$ cat src/rtl/cpu_pkg.sv
// Shared types and constants for the 8-bit computer's RAM port arbiter.
// Holds the sequencer state encoding, owner codes and parameter range limits.
package cpu_pkg;

    typedef enum logic [1:0] {
        IDLE   = 2'd0,
        ACCESS = 2'd1,
        WAIT   = 2'd2,
        RESP   = 2'd3
    } arb_state_t;

    localparam logic OWNER_CPU = 1'b0;
    localparam logic OWNER_DMA = 1'b1;

    localparam int READ_LAT_MIN  = 1;
    localparam int READ_LAT_MAX  = 4;
    localparam int BURST_MAX_MIN = 1;
    localparam int BURST_MAX_MAX = 255;

    function automatic bit params_ok(input int read_lat, input int burst_max);
        return (read_lat >= READ_LAT_MIN) && (read_lat <= READ_LAT_MAX) &&
               (burst_max >= BURST_MAX_MIN) && (burst_max <= BURST_MAX_MAX);
    endfunction

endpackage

$ cat src/rtl/mem_port_arbiter_if.sv
// Request/acknowledge port of one RAM requester (CPU datapath or DMA loader).
// The requester drives the master side, the arbiter implements the slave side.
interface mem_port_arbiter_if;

    logic       req;
    logic       we;
    logic [7:0] addr;
    logic [7:0] wdata;
    logic       ack;
    logic [7:0] rdata;

    modport master (output req, we, addr, wdata, input ack, rdata);
    modport slave  (input req, we, addr, wdata, output ack, rdata);

endinterface

$ cat src/rtl/arb_pick2.sv
// Two-way winner select: a lone requester wins, a held DMA lock keeps the DMA,
// otherwise round-robin hands the grant to whoever was not granted last.
module arb_pick2
    import cpu_pkg::*;
(
    input  logic [1:0] req,
    input  logic       last,
    input  logic       lock_ok,
    output logic       grant_valid,
    output logic       winner
);

    always_comb begin
        grant_valid = |req;
        winner      = OWNER_CPU;
        case (req)
            2'b01:   winner = OWNER_CPU;
            2'b10:   winner = OWNER_DMA;
            2'b11:   winner = (last == OWNER_DMA && lock_ok) ? OWNER_DMA : ~last;
            default: winner = OWNER_CPU;
        endcase
    end

endmodule

$ cat src/rtl/mem_port_arbiter.sv
// Sequencer sharing the single-ported 256x8 RAM between the CPU and the DMA port.
// Every access walks IDLE -> ACCESS -> (WAIT) -> RESP with fully registered outputs.
module mem_port_arbiter
    import cpu_pkg::*;
#(
    parameter int READ_LAT  = 1,
    parameter int BURST_MAX = 8
) (
    input  logic               clk,
    input  logic               reset_n,
    mem_port_arbiter_if.slave  cpu,
    mem_port_arbiter_if.slave  dma,
    input  logic               dma_lock,
    output logic [7:0]         ram_addr,
    output logic               ram_we,
    output logic               ram_re,
    output logic [7:0]         ram_wdata,
    input  logic [7:0]         ram_rdata,
    output logic               busy,
    output logic               owner
);

    localparam logic [1:0] WAIT_LOAD   = 2'(READ_LAT - 1);
    localparam logic [7:0] BURST_MAX_C = 8'(BURST_MAX);

    if (!params_ok(READ_LAT, BURST_MAX)) begin : g_bad_params
        $error("mem_port_arbiter: READ_LAT must be 1..4 and BURST_MAX 1..255");
    end

    arb_state_t state_q, state_d;
    logic       owner_q, owner_d;
    logic       we_q, we_d;
    logic [7:0] addr_q, addr_d;
    logic [7:0] wdata_q, wdata_d;
    logic [1:0] wait_cnt_q, wait_cnt_d;
    logic [7:0] burst_cnt_q, burst_cnt_d;
    logic       ram_we_q, ram_we_d;
    logic       ram_re_q, ram_re_d;
    logic       cpu_ack_q, cpu_ack_d;
    logic       dma_ack_q, dma_ack_d;
    logic [7:0] cpu_rdata_q, cpu_rdata_d;
    logic [7:0] dma_rdata_q, dma_rdata_d;

    logic lock_ok;
    logic grant_valid;
    logic winner;

    assign lock_ok = dma_lock && (burst_cnt_q < BURST_MAX_C);

    arb_pick2 u_pick (
        .req         ({dma.req, cpu.req}),
        .last        (owner_q),
        .lock_ok     (lock_ok),
        .grant_valid (grant_valid),
        .winner      (winner)
    );

    always_comb begin
        state_d     = state_q;
        owner_d     = owner_q;
        we_d        = we_q;
        addr_d      = addr_q;
        wdata_d     = wdata_q;
        wait_cnt_d  = wait_cnt_q;
        burst_cnt_d = burst_cnt_q;
        cpu_rdata_d = cpu_rdata_q;
        dma_rdata_d = dma_rdata_q;
        ram_we_d    = 1'b0;
        ram_re_d    = 1'b0;
        cpu_ack_d   = 1'b0;
        dma_ack_d   = 1'b0;

        case (state_q)
            IDLE: begin
                if (grant_valid) begin
                    state_d = ACCESS;
                    owner_d = winner;
                    if (winner == OWNER_DMA) begin
                        we_d    = dma.we;
                        addr_d  = dma.addr;
                        wdata_d = dma.wdata;
                        // Only a locked DMA regrant extends the burst; any other DMA grant starts a new one.
                        if (dma_lock && owner_q == OWNER_DMA) begin
                            if (burst_cnt_q < BURST_MAX_C)
                                burst_cnt_d = burst_cnt_q + 8'd1;
                        end else begin
                            burst_cnt_d = 8'd1;
                        end
                    end else begin
                        we_d        = cpu.we;
                        addr_d      = cpu.addr;
                        wdata_d     = cpu.wdata;
                        burst_cnt_d = 8'd0;
                    end
                    ram_we_d = we_d;
                    ram_re_d = !we_d;
                end
            end
            ACCESS: begin
                if (we_q) begin
                    state_d   = RESP;
                    cpu_ack_d = (owner_q == OWNER_CPU);
                    dma_ack_d = (owner_q == OWNER_DMA);
                end else begin
                    state_d    = WAIT;
                    wait_cnt_d = WAIT_LOAD;
                end
            end
            WAIT: begin
                if (wait_cnt_q == 2'd0) begin
                    state_d   = RESP;
                    cpu_ack_d = (owner_q == OWNER_CPU);
                    dma_ack_d = (owner_q == OWNER_DMA);
                    if (owner_q == OWNER_DMA)
                        dma_rdata_d = ram_rdata;
                    else
                        cpu_rdata_d = ram_rdata;
                end else begin
                    wait_cnt_d = wait_cnt_q - 2'd1;
                end
            end
            RESP: begin
                state_d = IDLE;
            end
            default: begin
                state_d = IDLE;
            end
        endcase
    end

    always_ff @(posedge clk or negedge reset_n) begin
        if (!reset_n) begin
            state_q     <= IDLE;
            owner_q     <= OWNER_DMA;
            we_q        <= 1'b0;
            addr_q      <= 8'h00;
            wdata_q     <= 8'h00;
            wait_cnt_q  <= 2'd0;
            burst_cnt_q <= 8'd0;
            ram_we_q    <= 1'b0;
            ram_re_q    <= 1'b0;
            cpu_ack_q   <= 1'b0;
            dma_ack_q   <= 1'b0;
            cpu_rdata_q <= 8'h00;
            dma_rdata_q <= 8'h00;
        end else begin
            state_q     <= state_d;
            owner_q     <= owner_d;
            we_q        <= we_d;
            addr_q      <= addr_d;
            wdata_q     <= wdata_d;
            wait_cnt_q  <= wait_cnt_d;
            burst_cnt_q <= burst_cnt_d;
            ram_we_q    <= ram_we_d;
            ram_re_q    <= ram_re_d;
            cpu_ack_q   <= cpu_ack_d;
            dma_ack_q   <= dma_ack_d;
            cpu_rdata_q <= cpu_rdata_d;
            dma_rdata_q <= dma_rdata_d;
        end
    end

    assign ram_addr  = addr_q;
    assign ram_wdata = wdata_q;
    assign ram_we    = ram_we_q;
    assign ram_re    = ram_re_q;
    assign cpu.ack   = cpu_ack_q;
    assign cpu.rdata = cpu_rdata_q;
    assign dma.ack   = dma_ack_q;
    assign dma.rdata = dma_rdata_q;
    assign busy      = (state_q != IDLE);
    assign owner     = owner_q;

endmodule

$ cat src/flat_wrapper.sv
// flat-port wrapper written by rule: the top's interface ports become plain ports
module mem_port_arbiter_flat import cpu_pkg::*;
#(
    parameter int READ_LAT  = 1,
    parameter int BURST_MAX = 8
)
  (clk, reset_n, dma_lock, ram_addr, ram_we, ram_re, ram_wdata, ram_rdata, busy, owner, cpu_req, cpu_we, cpu_addr, cpu_wdata, cpu_ack, cpu_rdata, dma_req, dma_we, dma_addr, dma_wdata, dma_ack, dma_rdata);
  mem_port_arbiter_if cpu_i ();
  mem_port_arbiter_if dma_i ();
  input  logic clk;
  input  logic reset_n;
  input  logic dma_lock;
  output logic [7:0] ram_addr;
  output logic ram_we;
  output logic ram_re;
  output logic [7:0] ram_wdata;
  input  logic [7:0] ram_rdata;
  output logic busy;
  output logic owner;
  input wire logic [$bits(cpu_i.req)-1:0] cpu_req;
  input wire logic [$bits(cpu_i.we)-1:0] cpu_we;
  input wire logic [$bits(cpu_i.addr)-1:0] cpu_addr;
  input wire logic [$bits(cpu_i.wdata)-1:0] cpu_wdata;
  output wire logic [$bits(cpu_i.ack)-1:0] cpu_ack;
  output wire logic [$bits(cpu_i.rdata)-1:0] cpu_rdata;
  input wire logic [$bits(dma_i.req)-1:0] dma_req;
  input wire logic [$bits(dma_i.we)-1:0] dma_we;
  input wire logic [$bits(dma_i.addr)-1:0] dma_addr;
  input wire logic [$bits(dma_i.wdata)-1:0] dma_wdata;
  output wire logic [$bits(dma_i.ack)-1:0] dma_ack;
  output wire logic [$bits(dma_i.rdata)-1:0] dma_rdata;
  assign cpu_i.req = cpu_req;
  assign cpu_i.we = cpu_we;
  assign cpu_i.addr = cpu_addr;
  assign cpu_i.wdata = cpu_wdata;
  assign cpu_ack = cpu_i.ack;
  assign cpu_rdata = cpu_i.rdata;
  assign dma_i.req = dma_req;
  assign dma_i.we = dma_we;
  assign dma_i.addr = dma_addr;
  assign dma_i.wdata = dma_wdata;
  assign dma_ack = dma_i.ack;
  assign dma_rdata = dma_i.rdata;
  mem_port_arbiter #(.READ_LAT(READ_LAT), .BURST_MAX(BURST_MAX)) u_core (.clk(clk), .reset_n(reset_n), .cpu(cpu_i), .dma(dma_i), .dma_lock(dma_lock), .ram_addr(ram_addr), .ram_we(ram_we), .ram_re(ram_re), .ram_wdata(ram_wdata), .ram_rdata(ram_rdata), .busy(busy), .owner(owner));
endmodule
$ cat config.mk
export PLATFORM = sky130hd
export DESIGN_NAME = mem_port_arbiter_flat
export DESIGN_NICKNAME = d
export VERILOG_FILES = /design/src/rtl/cpu_pkg.sv /design/src/rtl/mem_port_arbiter_if.sv /design/src/rtl/arb_pick2.sv /design/src/rtl/mem_port_arbiter.sv /design/src/flat_wrapper.sv
export SDC_FILE = /design/constraint.sdc
export NUM_CORES = 1
export LEC_CHECK = 0
export CAP_MARGIN = 30
export CELL_PAD_IN_SITES_DETAIL_PLACEMENT = 1
export CELL_PAD_IN_SITES_GLOBAL_PLACEMENT = 2
export CORE_MARGIN = 1.5
export CORE_UTILIZATION = 27
export DETAILED_ROUTE_END_ITERATION = 7
export GPL_TIMING_DRIVEN = 0
export PLACE_DENSITY_LB_ADDON = 0.08
export SYNTH_ARGS = -nofsm -noshare
export SYNTH_HDL_FRONTEND = slang
export SYNTH_SLANG_ARGS = --single-unit
$ cat constraint.sdc
create_clock -name clk -period 2.25 [get_ports clk]
set_clock_uncertainty 0.05 [all_clocks]
set_input_delay 0.45 -clock clk [delete_from_list [all_inputs] [get_ports clk]]
set_output_delay 0.45 -clock clk [all_outputs]
set_load 0.05 [all_outputs]
== After elaboration in Yosys (flattened, before gate mapping) ==
Index checks and enable logic that the tools add are counted.
Widths: inputs -> output; s select.

* Register bits: 50
* Latch bits: 0
* RAM bits: 0
* Bits in read-only memories: 0
* Input port bits: 47
* Output and inout port bits: 38
* Logic and storage cells: 69
* Memories: 0

* Add/subtract/negate cells: 2
* Multiply operators: 0
* Div/mod/pow operators: 0
* Magnitude comparators: 1
* Eq/ne operators: 10
* Shift operators: 0
* Mux-type cells: 27
* Bitwise logic cells: 1
* Reduce and logical (&&, ||, !) cells: 15

{| class="wikitable"
|+ Operators by type and width
! operator !! count
|-
| $mux 8 || 5
|-
| $mux 1 || 13
|-
| $reduce_and 3->1 || 4
|-
| $add 8x1->8 const B || 1
|-
| $eq 2x2->1 const B || 4
|-
| $lt 8x4->1 const B || 1
|-
| $mux 2 || 4
|-
| $pmux 2 s4 || 1
|-
| $pmux 1 s2 || 3
|-
| $logic_not 2->1 || 2
|-
| $ne 2x1->1 const B || 2
|-
| $ne 2x2->1 const B || 2
|-
| $pmux 2 s2 || 1
|-
| $reduce_and 2->1 || 2
|-
| $reduce_bool 2->1 || 2
|-
| $logic_and 1x1->1 || 3
|-
| $ne 3x3->1 const B || 1
|-
| $eq 2x1->1 const B || 1
|-
| $reduce_or 2->1 || 1
|-
| $sub 2x1->2 const B || 1
|-
| $logic_not 1->1 || 1
|-
| $not 1->1 || 1
|}

== Logic depth before layout (Yosys ltp) ==
* Word-level depth: 11
* Mapped depth: 8
* Depth with buffers taken out: 6

== By module ==
From an unflattened synthesis, not the netlist that was laid out.

* Cells, all modules: 204
* Area, all modules: 2270.9 um2

{| class="wikitable"
|+ Modules (own cells, without submodules)
! module !! instances !! cells each !! area an instance (um2) !! sequential area each (um2)
|-
| mem_port_arbiter || 1 || 201 || 2253.4 || 1252.5
|-
| arb_pick2 || 1 || 3 || 17.5 || 0.0
|}

== Least setup slack after synthesis ==
OpenSTA, ideal clock, no wires.

* Kind: reg2reg
* Start point: register u_core.state_q[0]
* End point: register u_core.addr_q[0], in the netlist u_core.ram_addr[0]
* Arrival time: 1.776 ns
* Required time: 2.063 ns
* Setup slack: 0.287 ns
* Cell stages (with the launch flop): 8
* Path buffers: 2
* Cells stage by stage: dfrtp_1 > inv_1 > ha_1 > clkbuf_2 > inv_1 > nor2_1 > clkbuf_1 > a21oi_1

* Longest elaborated chain between the ends: 2

{| class="wikitable"
|+ Ends and longest elaborated chain
! what !! RTL line !! RTL
|-
| start: declaration || mem_port_arbiter.sv:30 || <nowiki>arb_state_t state_q, state_d;</nowiki>
|-
| start signal: assignment || mem_port_arbiter.sv:147 || <nowiki>state_q <= state_d;</nowiki>
|-
| $logic_not 2->1 || mem_port_arbiter.sv:73 || <nowiki>case (state_q)</nowiki>
|-
| $reduce_and 2->1 (no source line) || -- ||
|-
| end signal: assignment || mem_port_arbiter.sv:150 || <nowiki>addr_q <= addr_d;</nowiki>
|-
| end: declaration || mem_port_arbiter.sv:33 || <nowiki>logic [7:0] addr_q, addr_d;</nowiki>
|}

No other way between the ends.
A chain may end at the register's enable or synchronous reset.

== Worst setup path in the final report ==
* Start point: register u_core.state_q[0]
* End point: register u_core.burst_cnt_q[1]

* Longest elaborated chain between the ends: 2

{| class="wikitable"
|+ Ends and longest elaborated chain
! what !! RTL line !! RTL
|-
| $logic_not 2->1 || mem_port_arbiter.sv:73 ||
|-
| $reduce_and 3->1 (no source line) || -- ||
|-
| end signal: assignment || mem_port_arbiter.sv:153 || <nowiki>burst_cnt_q <= burst_cnt_d;</nowiki>
|-
| end: declaration || mem_port_arbiter.sv:36 || <nowiki>logic [7:0] burst_cnt_q, burst_cnt_d;</nowiki>
|}

No other way between the ends.

==> results.toml <==
[timing]
holdWs_ns = 0.469
slew_violations = 0
fin_ws_ns = 0.152
tightest_slew_ns = 0.536
rsz0062_at_grt = "false"
finalCriticalPeriod_ns = 2.10
final_hold_viol_count = 0
setup-violations-final = 0
slew_headroom = 0.641
max_freq_mhz = 477
period_share = 0.932

[place]
dpl.hpwl_um = 4420
globalplace.congestion = 0.715
io_buffers = 84
pre_cts_slack_ns = -0.253

[critical_path]
end_kind = "flip-flop"
crit_start = "u_core.state_q[0]"
cp-start-kind = "flip-flop"
max_stage_delay_ns = 0.43
path_buf_inv = 2
cp_top_family = "compound AO/OA/AOI/OAI gates"
crit_chain = "inv_1, ha_1, clkbuf_2, nand2_1, a2bb2oi_1, o41a_1, mux2_4"
setup.worst_path.class = "reg2reg"
cp_slowest_cell = "dfrtp_1"
arrival_ns = 2.25
required_ns = 2.40
path_max_fanout = 8
worstReg2RegStart = "u_core.state_q[0]"

[yosys]
synth_edf_count = 0
syn_inst = 195
yosys_most_used_dff = "dfrtp_1"
synthTopCellsByArea = "dfrtp_1 55%, mux2_2 8.6%, mux2i_1 7.6%"
synth_xor_area_frac = 0
yosys.area.top_type = "dfrtp_1"
synth_top_area_frac = 0.549
synth_nets = 247
synth.area.mux_share = 0.169
avgSynthCellArea_um2 = 11.5
synth_area_mm2 = 0.00223
ys_seq_elements = 50
async_flop_share = 1.00
synth.distinct_cells = 36
synth_compound_area_frac = 0.110
synth_fa_ha_area_frac = 0.0280
yosys_warnings = 0
synth_top_family_by_area = "multiplexers"
yosys.area_share.simple = 0.0969
synth-seq-area-share = 0.561

[layout]
num-fill-cells = 875
utilization = 0.424
area_delta_synth_final_pct = 48.9
final_cell_mix = "81 x clkdlybuf4s50_1, 49 x dfrtp_1, 23 x nor2_1"
layout_commonest_cell = "clkdlybuf4s50_1"
nets = 340
num_antenna_cells = 0
drive_gt1_frac = 0.142

[power]
peakVddDrop_mv = 0.684
cellPowerDensity_mw_per_mm2 = 1500
power_frac_seq = 0.300
clock_power_share = 0.115
leakagePower_uw = 0.00144
intPower_uw = 2570
pwr-share-comb = 0.585
p_sw_uw = 2430
sw_frac_of_total = 0.486

[grt]
antenna_found_initial = 0
gr-usage-all-layers = 0.143
use_met1 = 0.180
grt_max_degree = 37
grt_pass1_vias = 2005
met2_usage = 0.236
top_usage_layer = "met2"
grt_pass1_wl_um = 9710
grtUsageMet3 = 0.0429
grt_overflow_total = 0

[clock_network]
cts_buffers = 5
tritoncts = "done"
clk_pin_slew_ns = 0.10
clock_path_buffers = 2
clkLatencyLatePin_ns = 0.31
clock_sinks = 50
post_cts_buffers = 0
cts_max_level = 2
cts_root_buf = "clkbuf_8"

[drt]
ant_nets = 0
wl_per_cell_um = 14.9
totalWireLength_um = 5830
drc = 0
dr_total_vias = 1807
vias_per_cell = 4.62
first_pass_iters = 4
drt_iter0_markers = 28

[die]
die_x_um = 94.0
die-area_mm2 = 0.00883
ios = 85
num_rows = 32
design.core.area_mm2 = 0.00785
start_util = 0.285
die_h_um = 94.0

[run]
drv_cap = 0

[worst_hold_path]
hp-start = "u_core.dma.rdata[1]"
min_path_type = "reg2reg"

[outcome]
status = "finished clean"
-- cell families (layout without fill, tap and decap cells) --
logic type | after synthesis | count (layout)
AOI/OAI and AO/OA | 39 | 39
adders and majority gates | 5 | 5
buffers and inverters | 17 | 111
DFF | 50 | 50
muxes | 35 | 35
and+or+nand+nor | 49 | 49
-- metal layers --
layer	share of wire	routed length (um)
met3	0.058	339
met4	0.0094	55
met5	0	0
met2	0.47	2760
met1	0.46	2680
-- worst register-to-register path, delay by kind of cell, from the launching register on --
family                     cells  cell delay, ns
muxes                          1            0.32
and+or+nand+nor                1            0.11
DFF                            1            0.43
adders and majority gates      1            0.19
buffers and inverters          2            0.25
AOI/OAI and AO/OA              2            0.63
-- flip-flops by register name, summed over array words and instances, names as in the netlist, 2 cells and up --
register	flops
u_core.burst_cnt_q	8
u_core.wait_cnt_q	2
u_core.state_q	2
u_core.dma.rdata	8
u_core.ram_wdata	8
u_core.ram_addr	8
u_core.cpu.rdata	8
-- final timing paths --
check	to	slack [ns]	cells after the start
worst max-delay path	u_core.burst_cnt_q[1]	0.15	7
worst min-delay path	u_core.dma.rdata[1]	0.47	1
worst max register to register	u_core.burst_cnt_q[1]	0.15	7
worst min register to register	u_core.dma.rdata[1]	0.47	1
max in group asynchronous	u_core.owner	1.03	3
min in group asynchronous	u_core.burst_cnt_q[1]	0.53	2
-- through the flow --
stage,total power [uW],TNS [ns],instance area [um^2],std cells
4_1_cts,5080,0,3330,391
5_1_grt,5320,0,3330,391
3_5_place_dp,4470,-3.45,3220,382
2_1_floorplan,3430,0,2230,195
6_report,4990,0,3330,391
3_3_place_gp,4440,-51.79,3200,381
-- Yosys cell counts (4+ instances only) --
library cell / number
nand2_1: 10
inv_1: 10
dfrtp_1: 49
a21oi_1: 19
nand3_1: 4
mux2_2: 17
ha_1: 5
mux2i_1: 17
nor2_1: 24
o21ai_0: 5
-- power groups by stage --
stage / combinational [uW] / clock (uW) / sequential (uW)
floorplan: 837 / 0 / 2590
global placement: 2940 / 0 / 1500
detailed placement: 2960 / 0 / 1510
CTS: 2970 / 605 / 1500
global route: 3120 / 644 / 1550
finish: 2920 / 574 / 1500
-- area by class of cell --
type,count,area (um^2),area share
well taps,102,128,0.0384
flip-flops and latches,50,1250,0.377
clock inverters,3,28.8,0.00865
repair buffers,86,863,0.260
inverters,10,37.5,0.0113
clock buffers,5,68.8,0.0207
multi-input cells,128,905,0.272
plain buffers,7,42.5,0.0128
-- repair_timing --
item / CTS / global route
endpoints found under the hold margin: 5 / 0
resized for setup: 4 / 5
endpoints found under the setup margin: 11 / 12
hold buffers: 1 / 0
(Power assumes the default switching activity.)
==> variant 1, RTL diff (config.mk and constraints unchanged) <==
`addr_q`, `wdata_q`, `cpu_rdata_q` and `dma_rdata_q` no longer have a reset.
--- a/src/rtl/mem_port_arbiter.sv
+++ b/src/rtl/mem_port_arbiter.sv
@@ -135,4 +135,2 @@
             we_q        <= 1'b0;
-            addr_q      <= 8'h00;
-            wdata_q     <= 8'h00;
             wait_cnt_q  <= 2'd0;
@@ -143,4 +141,2 @@
             dma_ack_q   <= 1'b0;
-            cpu_rdata_q <= 8'h00;
-            dma_rdata_q <= 8'h00;
         end else begin
@@ -149,4 +145,2 @@
             we_q        <= we_d;
-            addr_q      <= addr_d;
-            wdata_q     <= wdata_d;
             wait_cnt_q  <= wait_cnt_d;
@@ -157,5 +151,10 @@
             dma_ack_q   <= dma_ack_d;
-            cpu_rdata_q <= cpu_rdata_d;
-            dma_rdata_q <= dma_rdata_d;
         end
+    end
+
+    always_ff @(posedge clk) begin
+        addr_q      <= addr_d;
+        wdata_q     <= wdata_d;
+        cpu_rdata_q <= cpu_rdata_d;
+        dma_rdata_q <= dma_rdata_d;
     end
Formal check against the unedited RTL: not equivalent (Yosys sat finds a counterexample within 4 cycles, from zero or initial values and one cycle with reset_n low).
==> variant 1 against the original RTL <==
- count of clock-buffer cells in the layout is the same
- die area shrank 5.9%
- sequential share of layout area grew 6.4 points
- sequential cell count is the same
- wire length shrank 12%
- global-route usage shrank 1.3 points
- sequential power shrank 9%
- critical path depth shrank 3
- power shrank 28%
- cell area shrank 3.7%
- setup slack lost 0.032 ns
- synthesized area shrank 6.1%
- combinational power shrank 48%
- largest cell class unchanged
==> variant 1: results (changes against the original RTL) <==
Status
  • Status: finished, final reports clean

Critical path
  • CP max FO: 6 (-2)
  • CP peak stage delay: 0.43 ns (about the same)
  • Crit path DAT: 1.63 ns (-0.62 ns)

Synth
  • Ys flop type: edfxtp_1
  • Unique masters post-synth: 34 (-5.6%)
  • Ys async rst share: 36.0% (-64 points)
  • Syn nets: 188 (-24%)
  • Seq/Total Area, Yosys: 67.4% (+11 points)
  • Mapped Avg Cell Area: 15.4 um2 (+35%)
  • Synth area leaders: edfxtp_1 46%, dfrtp_1 20%, mux2_4 6.4%, mux2_2 4.8%, ha_1 3.0%
  • Number of synthesized flops with an enable pin: 32 (+32)
  • Top cells by count, synth: 32 x edfxtp_1, 17 x dfrtp_1, 9 x inv_1, 9 x mux2_2, 9 x mux2_4

GRT
  • Met1 Use GR: 14.6% (-3.5 points)
  • Gr usage total: 13.0% (-1.3 points)
  • First-pass GRT wire length: 8400 um (-14%)
  • Pin count of the biggest net entering global routing: 21 (-43%)
  • Initial antenna violation count: 0 (unchanged)
  • M3 GR Usage: 2.68% (-1.6 points)

Power and ir drop
  • Sw Pwr: 1.39 mW (-43%)
  • Clk. pwr: 752 uW (+31%)
  • Sequential share of power: 37.5% (+7.5 points)
  • Clk pwr share: 20.8% (+9.3 points)
  • VDD IR max: 406 uV (-41%)
  • Leak: 1.24 nW (-13%)

Cells and area
  • Nets: 279 (-18%)
  • Fillcell total: 778 (-11%)

Route
  • Met1 wire length: 2070 um (-23%)
  • Routed wl met2: 2760 um (+0.33%)
  • Via/cell ratio: 4.40 (-4.8%)
  • Met3 wire len: 226 um (-33%)
  • Final wirelength: 5110 um (-12%)
  • Detailed-route via count: 1,439 (-20%)
  • Starting DRT DRC Count: 22 (-21%)

Placement
  • Area post-placement: 3060 um2 (-4.7%)
  • Dpl cells: 319 (-16%)
  • DP Worst Slack: -0.250 ns (+0.00326 ns)
  • GPL Wtd Cong: 0.681 (-4.7%)
  • Final HPWL from detailed placement: 4000 um (-9.6%)

Timing
  • Worst slew pin tran: 0.851 ns (+0.315 ns)
[variant 1: cell types whose count changed in the layout (fill, tap and decap cells not counted), sizes merged, moves of 4 or more]
cell and change:
buf -6, edfxtp +32, nor2b +4, a21oi -16
and2 -5, mux2i -16, dfrtp -32, nor2 -15
nand2 -4
[variant 1: final timing paths]
path,to,slack [ns],from,cells after the start
max,busy,0.12,u_core.state_q[0],4
min,u_core.wait_cnt_q[1],0.49,u_core.wait_cnt_q[1],2
max reg2reg,u_core.ram_addr[5],0.23,u_core.owner,4
min reg2reg,u_core.wait_cnt_q[1],0.49,u_core.wait_cnt_q[1],2
max in group asynchronous,u_core.cpu.ack,1.05,reset_n,1
min in group asynchronous,u_core.burst_cnt_q[1],0.58,reset_n,1
[variant 1: cell families after synthesis]
logic type               Yosys count  share of synthesized area [%]
flip-flops                        50                           67.4
AND/OR/NAND/NOR                   33                           9.01
AO/OA/AOI/OAI                     19                           6.74
multiplexers                      19                           11.8
buffers and inverters             10                           2.15
adder cells (fa/ha/maj)            5                           2.98
[variant 1: timing repair]
| action | CTS | global route |
|---|---|---|
| endpoints found under the setup margin | 2 | 20 |
| setup buffers | 0 | 0 |
| resized for setup | 4 | 4 |
| hold buffers | 0 | 0 |
| endpoints found under the hold margin | 0 | 0 |
[variant 1: layout make-up]
type | instances | area [um2] | area share, %
Sequential cell | 50 | 1410 | 44.1
Timing Repair Buffer | 84 | 837 | 26.1
Multi-Input combinational cell | 76 | 647 | 20.2
Tap cell | 99 | 124 | 3.87
Clock buffer | 5 | 68.8 | 2.15
Clock inverter | 3 | 68.8 | 2.15
Inverter | 9 | 33.8 | 1.05
Buffer | 1 | 11.3 | 0.352
==> variant 2, RTL diff (config.mk and constraints unchanged) <==
Without the edit above. `BURST_MAX` is set to 8 in 2 places; all go to 6.
--- a/src/rtl/mem_port_arbiter.sv
+++ b/src/rtl/mem_port_arbiter.sv
@@ -6,3 +6,3 @@
     parameter int READ_LAT  = 1,
-    parameter int BURST_MAX = 8
+    parameter int BURST_MAX = 6
 ) (
--- a/src/flat_wrapper.sv
+++ b/src/flat_wrapper.sv
@@ -4,3 +4,3 @@
     parameter int READ_LAT  = 1,
-    parameter int BURST_MAX = 8
+    parameter int BURST_MAX = 6
 )
Formal check against the unedited RTL: same outputs for any inputs over 10 cycles, from zero or initial values and one cycle with reset_n low; that may be too few to reach the edited logic, so the function may still have changed.
==> variant 2 against the original RTL <==
- cell area grew 2.4%
- via count grew 11%
- setup slack lost 0.077 ns
- critical path type is now in2reg
- wire length grew 17%
- die area grew 3.6%
- sequential cell count is the same
- highest routed layer unchanged
- power grew 1.3%
- synthesized area grew 3.7%
- largest power group unchanged
- synthesized cell count grew 12%
==> variant 2: results (changes against the original RTL) <==
Cells and area
  • Fillcell total: 948 (+8.3%)
  • Share of layout cells above drive strength 1: 15.2% (+0.97 points)
  • Antenna diodes: 0 (unchanged)
  • Nets: 361 (+6.2%)

Synth
  • Synth area leaders: dfrtp_1 53%, mux2_2 8.3%, o21ai_0 5.0%, a31oi_1 4.6%, a21oi_1 4.1%
  • Unique masters post-synth: 33 (-8.3%)
  • Synth warnings: 0 (unchanged)
  • Syn nets: 271 (+9.7%)
  • Ys async rst share: 100% (unchanged)
  • Seq/Total Area, Yosys: 54.1% (-2.0 points)
  • Top cells by count, synth: 49 x dfrtp_1, 23 x nor2_1, 23 x o21ai_0
  • Ys flop type: dfrtp_1

Clock tree
  • Clock-pin slew on the worst setup and hold paths: 0.10 ns (about the same)
  • CTS H-tree depth: 2 (unchanged)
  • Clock latency at the later pin of the worst-skew pair: 0.30 ns
  • CTS Root Cell: clkbuf_8
  • CTS max path bufs: 2 (unchanged)
  • CTS buffer count: 5 (unchanged)

Power and ir drop
  • VDD IR max: 735 uV (+7.4%)
  • Leak: 1.42 nW (-0.88%)
  • Int Power: 2.58 mW (+0.56%)

GRT
  • Initial antenna violation count: 0 (unchanged)
  • Pin count of the biggest net entering global routing: 27 (-27%)
  • First-pass GRT wire length: 11,200 um (+15%)
  • Gr usage total: 16.2% (+1.9 points)
  • Overflow after GRT: 0 (unchanged)
  • Vias in the first global route: 2,223 (+11%)

Route
  • Met3 wire len: 482 um (+42%)
  • Via/cell ratio: 4.85 (+5.0%)
  • Starting DRT DRC Count: 44 (+57%)
  • WL per Instance: 16.5 um (+11%)
  • Top Metal Used: met4
  • 1st-pass router iterations: 4 (unchanged)
  • Routed wl met2: 3260 um (+18%)
  • Met1 wire length: 3060 um (+14%)

Placement
  • Port bufs: 82 (-2.4%)
  • Final HPWL from detailed placement: 5030 um (+14%)
  • GPL Wtd Cong: 0.786 (+10%)
  • Area post-placement: 3280 um2 (+2.1%)

Critical path
  • Crit path DAT: 2.32 ns (+0.07 ns)
  • CP max FO: 10 (+2)

Floorplan
  • Initial Util: 28.0% (-0.41 points)

Timing
  • Rel. slew slack: 57.2% (-6.9 points)

Status
  • Status: finished, final reports clean

Hold path
  • Worst min-delay path category: in2async
[variant 2: cell types whose count changed after synthesis, sizes merged, moves of 2 or more]
cell and change:
clkbuf +4, or4b +2, nand3 +4, or4 +2
a31oi +16, mux2i -17, a2bb2oi -2, o211ai +2
and2 -6, nor2b +6, o21ai +19
[variant 2: final timing paths]
path,from,end,depth (start not counted),slack (ns)
max in group asynchronous,reset_n,u_core.owner,2,1.41
worst max register to register,u_core.burst_cnt_q[1],u_core.burst_cnt_q[2],5,0.12
worst min-delay path,reset_n,u_core.ram_wdata[3],1,0.11
worst min register to register,u_core.wait_cnt_q[1],u_core.wait_cnt_q[1],2,0.45
min in group clk,cpu_req,u_core.owner,2,0.32
worst max-delay path,dma_lock,u_core.ram_wdata[7],6,0.08
[variant 2: metrics by stage]
| stage | power, mW | setup TNS, ns | util [%] | instances | setup WS (ns) |
|---|---|---|---|---|---|
| floorplan | 3.47 | 0 | - | 219 | 0.162 |
| global placement | 4.50 | -54.06 | 39.6 | 406 | -0.984 |
| detailed placement | 4.52 | -5.34 | 39.8 | 407 | -0.416 |
| CTS | 5.12 | -0.361 | 41.0 | 415 | -0.0481 |
| global route | 5.40 | 0 | 41.2 | 415 | 0.0150 |
| finish | 5.06 | 0 | 41.2 | 415 | 0.0752 |
[variant 2: timing repair]
item,4_1_cts,5_1_grt
buffers inserted,0,1
resized for setup,10,7
pin swaps,0,1
endpoints found under the setup margin,12,18
[variant 2: final cells by class]
type	instances	area, um2	share of cell area [%]
Tap cell	105	131	3.86
Timing Repair Buffer	84	841	24.7
Sequential cell	50	1250	36.8
Clock buffer	5	68.8	2.02
Multi-Input combinational cell	147	962	28.3
Inverter	9	33.8	0.992
Clock inverter	3	26.3	0.772
Buffer	12	88.8	2.61
[variant 2: cell families after synthesis]
group,count (synthesis),share of synthesized area [%]
compound gates,70,18.0
fa+ha+maj,5,2.70
buf+inv,22,5.51
flops,50,54.1
mux,17,8.27
simple gates,55,11.4
[variant 2: critical path, stage by stage]
cell,delay [ns]
clkdlybuf4s50_1,0.55
or4b_4,0.53
o211a_4,0.29
buf_2,0.19
o21ai_0,0.21
a21oi_1,0.09
[variant 2: power by group through the flow]
stage | Sequential, mW | Combinational, mW | Clock (mW)
after floorplan | 2.60 | 0.875 | 0
after global placement | 1.49 | 3.00 | 0
after detailed placement | 1.51 | 3.02 | 0
after CTS | 1.49 | 3.03 | 0.601
after global routing | 1.53 | 3.23 | 0.628
final | 1.48 | 3.01 | 0.565
[variant 2: metal layers]
| metal | vias to the layer above | track usage [%] |
|---|---|---|
| li1 | 966 | - |
| met1 | 993 | 20.3 |
| met2 | 50 | 26.9 |
| met3 | 4 | 5.66 |
| met4 | 0 | 3.31 |
| met5 | - | 0 |
